[src/rtl/instr_sequencer.sv]
// Instruction fetch/decode/dispatch controller: walks instruction memory from word 0 and hands each
// word to the matrix or integer ALU. Defining SEQ_TIMEOUT_EN adds a WAIT-state watchdog and the Timeout port.
module instr_sequencer #(
    parameter logic [3:0] INSTR_MEM_EN = 4'h2,
    parameter int         INSTR_DEPTH  = 12
`ifdef SEQ_TIMEOUT_EN
    , parameter int       TIMEOUT_CYCLES = 256
`endif
) (
    input  logic        Clk,
    input  logic        Reset,
    input  logic        Start,
    output logic [15:0] Address,
    output logic        nRead,
    input  logic [31:0] InstrData,
    output logic [7:0]  Opcode,
    output logic [7:0]  Dest,
    output logic [7:0]  Src1,
    output logic [7:0]  Src2,
    output logic        MatDispatch,
    output logic        IntDispatch,
    input  logic        MatDone,
    input  logic        IntDone,
    output logic [11:0] PC,
    output logic        Busy,
    output logic        Halted,
    output logic        IllegalOp
`ifdef SEQ_TIMEOUT_EN
    , output logic      Timeout
`endif
);
    localparam logic [2:0] S_IDLE   = 3'd0;
    localparam logic [2:0] S_FETCH  = 3'd1;
    localparam logic [2:0] S_DECODE = 3'd2;
    localparam logic [2:0] S_WMAT   = 3'd3;
    localparam logic [2:0] S_WINT   = 3'd4;
    localparam logic [2:0] S_HALT   = 3'd5;
    localparam logic [2:0] S_ERROR  = 3'd6;

    localparam logic [11:0] LAST_PC = 12'(INSTR_DEPTH - 1);

    logic [2:0]  state_q, state_d;
    logic [11:0] pc_q, pc_d;
    logic [31:0] ir_q, ir_d;
    logic [31:0] fld_q, fld_d;
    logic        mat_q, mat_d, int_q, int_d;
    logic        done_ok;
    logic [7:0]  op;
`ifdef SEQ_TIMEOUT_EN
    logic [15:0] cnt_q, cnt_d;
    logic        tmo_q, tmo_d;
`endif

    assign op = ir_q[31:24];
    // A Done coinciding with the dispatch pulse belongs to a previous transaction and is dropped.
    assign done_ok = (state_q == S_WMAT && MatDone && !mat_q) ||
                     (state_q == S_WINT && IntDone && !int_q);

    always_comb begin
        state_d = state_q;
        pc_d    = pc_q;
        ir_d    = ir_q;
        fld_d   = fld_q;
        mat_d   = 1'b0;
        int_d   = 1'b0;
`ifdef SEQ_TIMEOUT_EN
        cnt_d   = cnt_q;
        tmo_d   = tmo_q;
`endif
        case (state_q)
            S_IDLE: if (Start) state_d = S_FETCH;
            S_FETCH: begin
                ir_d    = InstrData;
                state_d = S_DECODE;
            end
            S_DECODE: begin
                fld_d = ir_q;
`ifdef SEQ_TIMEOUT_EN
                cnt_d = '0;
`endif
                if (op <= 8'h07) begin
                    mat_d   = 1'b1;
                    state_d = S_WMAT;
                end else if (op >= 8'h10 && op <= 8'h13) begin
                    int_d   = 1'b1;
                    state_d = S_WINT;
                end else if (op == 8'hFF) begin
                    state_d = S_HALT;
                end else begin
                    state_d = S_ERROR;
                end
            end
            S_WMAT, S_WINT: begin
                if (done_ok) begin
                    if (pc_q == LAST_PC) begin
                        state_d = S_HALT;
                    end else begin
                        pc_d    = pc_q + 12'd1;
                        state_d = S_FETCH;
                    end
                end
`ifdef SEQ_TIMEOUT_EN
                else if (cnt_q == 16'(TIMEOUT_CYCLES - 1)) begin
                    state_d = S_ERROR;
                    tmo_d   = 1'b1;
                end else begin
                    cnt_d = cnt_q + 16'd1;
                end
`endif
            end
            S_HALT, S_ERROR: begin
                if (Start) begin
                    pc_d    = '0;
                    state_d = S_FETCH;
`ifdef SEQ_TIMEOUT_EN
                    tmo_d   = 1'b0;
`endif
                end
            end
            default: state_d = S_IDLE;
        endcase
    end

    always_ff @(posedge Clk or posedge Reset) begin
        if (Reset) begin
            state_q <= S_IDLE;
            pc_q    <= '0;
            ir_q    <= '0;
            fld_q   <= '0;
            mat_q   <= 1'b0;
            int_q   <= 1'b0;
`ifdef SEQ_TIMEOUT_EN
            cnt_q   <= '0;
            tmo_q   <= 1'b0;
`endif
        end else begin
            state_q <= state_d;
            pc_q    <= pc_d;
            ir_q    <= ir_d;
            fld_q   <= fld_d;
            mat_q   <= mat_d;
            int_q   <= int_d;
`ifdef SEQ_TIMEOUT_EN
            cnt_q   <= cnt_d;
            tmo_q   <= tmo_d;
`endif
        end
    end

    assign Address     = (state_q == S_FETCH) ? {INSTR_MEM_EN, pc_q} : 16'h0000;
    assign nRead       = (state_q != S_FETCH);
    assign {Opcode, Dest, Src1, Src2} = fld_q;
    assign MatDispatch = mat_q;
    assign IntDispatch = int_q;
    assign PC          = pc_q;
    assign Busy        = (state_q == S_FETCH) || (state_q == S_DECODE) ||
                         (state_q == S_WMAT)  || (state_q == S_WINT);
    assign Halted      = (state_q == S_HALT);
    assign IllegalOp   = (state_q == S_ERROR);
`ifdef SEQ_TIMEOUT_EN
    assign Timeout     = tmo_q;
`endif

endmodule

[config.mk]
export PLATFORM = sky130hd
export DESIGN_NAME = instr_sequencer
export DESIGN_NICKNAME = d
export VERILOG_FILES = /design/src/rtl/instr_sequencer.sv
export SDC_FILE = /design/constraint.sdc
export NUM_CORES = 1
export LEC_CHECK = 0
export ABC_AREA = 1
export CORE_AREA = 4 4 98 100
export CTS_CLUSTER_DIAMETER = 120
export CTS_CLUSTER_SIZE = 30
export DETAILED_ROUTE_END_ITERATION = 10
export DIE_AREA = 0 0 102 104
export HOLD_SLACK_MARGIN = 0.15
export PLACE_DENSITY = 0.76
export SKIP_LAST_GASP = 1
export SLEW_MARGIN = 20
export SYNTH_ARGS = -nofsm -noshare
export SYNTH_HDL_FRONTEND = slang
export SYNTH_SLANG_ARGS = --single-unit
[constraint.sdc]
create_clock -name Clk -period 2.9 [get_ports Clk]
set_clock_uncertainty 0.2 [all_clocks]
set_input_delay 0.58 -clock Clk [delete_from_list [all_inputs] [get_ports Clk]]
set_output_delay 0.58 -clock Clk [all_outputs]
set_load 0.05 [all_outputs]
==> results of run 1 <==
==> layout make-up <==
class	instances	share of cell area [%]
Timing Repair Buffer	105	23.0
Sequential cell	81	39.3
Inverter	40	2.94
Clock inverter	5	0.752
Tap cell	108	2.62
Multi-Input combinational cell	338	28.6
Clock buffer	11	2.74
==> synth_stat cells <==
| cell | number | area (um2) |
|---|---|---|
| nand3_2 | 5 | 50.1 |
| o21ai_1 | 12 | 60.1 |
| nand4_1 | 4 | 25.0 |
| conb_1 | 1 | 3.75 |
| xnor2_1 | 1 | 8.76 |
| and2_1 | 1 | 6.26 |
| o21ai_0 | 14 | 70.1 |
| buf_4 | 5 | 37.5 |
| inv_1 | 34 | 128 |
| buf_2 | 10 | 50.1 |
| clkbuf_1 | 7 | 26.3 |
| nand3_1 | 17 | 85.1 |
| buf_8 | 1 | 15.0 |
| nand2_2 | 13 | 81.3 |
| dfrtp_1 | 81 | 2030 |
| nor2_4 | 1 | 11.3 |
| nor3_4 | 1 | 16.3 |
| nor3_2 | 1 | 10.0 |
| nor2_1 | 42 | 158 |
| a21oi_1 | 1 | 5.00 |
| nand2_4 | 2 | 22.5 |
| xor2_1 | 2 | 17.5 |
| inv_2 | 6 | 22.5 |
| ha_1 | 1 | 12.5 |
| nand2_1 | 214 | 803 |
| nor3_1 | 3 | 15.0 |
==> power breakdown <==
group          internal [mW]  switching, mW  leakage, nW  total (mW)
clock network          0.339          0.413       0.0899       0.753
registers               1.60          0.322         1.03        1.92
logic                  0.988           2.05         1.40        3.04
total                   2.93           2.79         2.52        5.71
==> how the worst min path moves through the flow <==
stage          startpoint        end  slack [ns]  cells after the start
4_1_cts         fld_q[24]  fld_q[24]        0.28                      2
6_report        fld_q[24]  fld_q[24]        0.27                      2
5_1_grt         fld_q[11]  fld_q[11]        0.30                      2
3_3_place_gp     ir_q[21]   ir_q[21]        0.25                      2
3_5_place_dp    fld_q[24]  fld_q[24]        0.26                      2
2_1_floorplan    ir_q[10]   ir_q[10]        0.24                      2
==> critical path, delay by kind of cell, from the launching register on <==
kind                   cells  cell delay (ns)
buffers and inverters      2             0.86
DFF                        1             0.62
and+or+nand+nor            1             0.16
==> sequential cells by signal (all words and copies together) (netlist names) <==
name         cells
MatDispatch      1
PC              12
ir_q            32
IntDispatch      1
fld_q           32
state_q          3
==> per-layer routing <==
metal / GRT usage, % / vias up
met5: 0 / -
met4: 5.44 / 0
met3: 4.43 / 11
met2: 28.6 / 93
met1: 23.1 / 1492
li1: - / 1647
==> logic make-up after synthesis <==
group	Yosys count	share of synthesized area, %
buf+inv	63	7.41
xor+xnor	3	0.698
flops	81	53.8
simple gates	304	34.1
fa+ha+maj	1	0.332
other cells	1	0.0995
compound gates	27	3.59
==> through the flow <==
stage	worst slack (ns)	total power, mW	utilization, %
floorplan	0.0399	4.03	-
global placement	0.552	4.94	57.3
detailed placement	0.496	5.02	57.3
CTS	0.0905	5.78	59.4
global route	0.0203	6.12	59.4
finish	0.119	5.71	59.4
==> metrics, run 1 <==
reg-to-reg endpoint PC[11]; initial antenna violation count 0; commonest cells after routing, fill and taps aside nand2_1, clkdlybuf4s50_1, dfrtp_1; Fmax about 0.36 GHz; Slew @ Worst Pin ~0.53 ns; area of the die 10600 um2; met3 wire len 505 um; Setup Crit Path Kind reg -> out; Critical Path End Halted; I/O pins 103; WL final around 9000 um; critical path data arrival time 2.00 ns; global route overflow 0; Clock Tree Buf Depth 2; final setup vio count 0; r2r startpoint state_q[2]; Tot GR Track Use 17.6%; first-pass GRT wire length 15100 um; layout net count 613; 1st-iter DRT viols around 140; CP endpoint kind output pin; setup bufs post-CTS 0; period utilization 95.9%; sequential share of the synthesized area 53.8%; area grow syn2layout 36.8%; Seq cells post-synth 81; cell-by-cell trace of the critical path nand3_2, inv_1, clkdlybuf4s50_1; sequential cell area 2030 um2; Leakage Power 2.52 nW; hold_buf cts 0; CP peak stage delay 0.79 ns; Worst Path Max Fanout 9; chip width around 100 um; share of layout cells above drive strength 1 11.4%; final hold slack 0.274 ns; Yosys warning total 0; wire per inst 12.8 um; Setup TNS 0 ns; largest net degree at the start of global routing 82; Final Instance Area 5150 um2; Vias/cell 4.71; reg-to-reg slack, setup 0.78 ns; DPL Wire Length 6260 um; Detail Route met2 WL 4300 um; CP required 2.12 ns; dpl cells approximately 670; Worst path slowest cell clkdlybuf4s50_1; root buffer cell clkbuf_8; final slew viol count 0; Max Cap Viol 0; Reg2Reg Depth 8; critical path startpoint category flip-flop; via count 3243; Slew headroom around 65%; outcome finished clean; drt first pass iters 4; DRC Markers 0; Syn Area/Cell 7.85 um2; Final Hold Viols 0; TritonCTS buffer count 9; RSZ-0062 raised after global routing no; # H-tree levels 3; Clk pin slew, worst setup/hold paths 0.09 ns; crit path launch state_q[2]; routability congestion estimate approximately 0.84; min-delay worst type reg -> reg; diodes inserted 0; synthesized cell area 3770 um2; # fillers 793; wire length on met1 3880 um; CTS tree built; area of the multi-input gates ~1500 um2; Peak VDD IR 0.515 mV; Cell variety after synth 26; die height 104 um; Min Clock Period, post-route around 2.8 ns; post-route ant nets 0; CTS resizes 0; # rows 34; Skew-Pair Late Insertion Delay 0.35 ns; effective utilization at floorplan 43.4%; commonest non-fill, non-tap cell in the layout nand2_1; clk sinks 81; synthesized netlist cell count 480; P per Cell Area 1110 nW/um2; vias in the first global route 3158; Area after DPL 4970 um2; fin cells 688; DR top layer met4; Port Buffer Count between 90 and 100; core footprint 8680 um2
(Power assumes the default switching activity.)
==> inputs of run 2 (changes only) <==
Settings changed: HOLD_SLACK_MARGIN 0.15 to default.
==> results of run 2 <==
Final layout, timing and power as in run 1 (identical DEF).
==> inputs of run 3 (changes only) <==
Settings changed: SLEW_MARGIN 20 to 0.
==> results of run 3 <==
Final layout, timing and power as in run 1 (identical DEF).
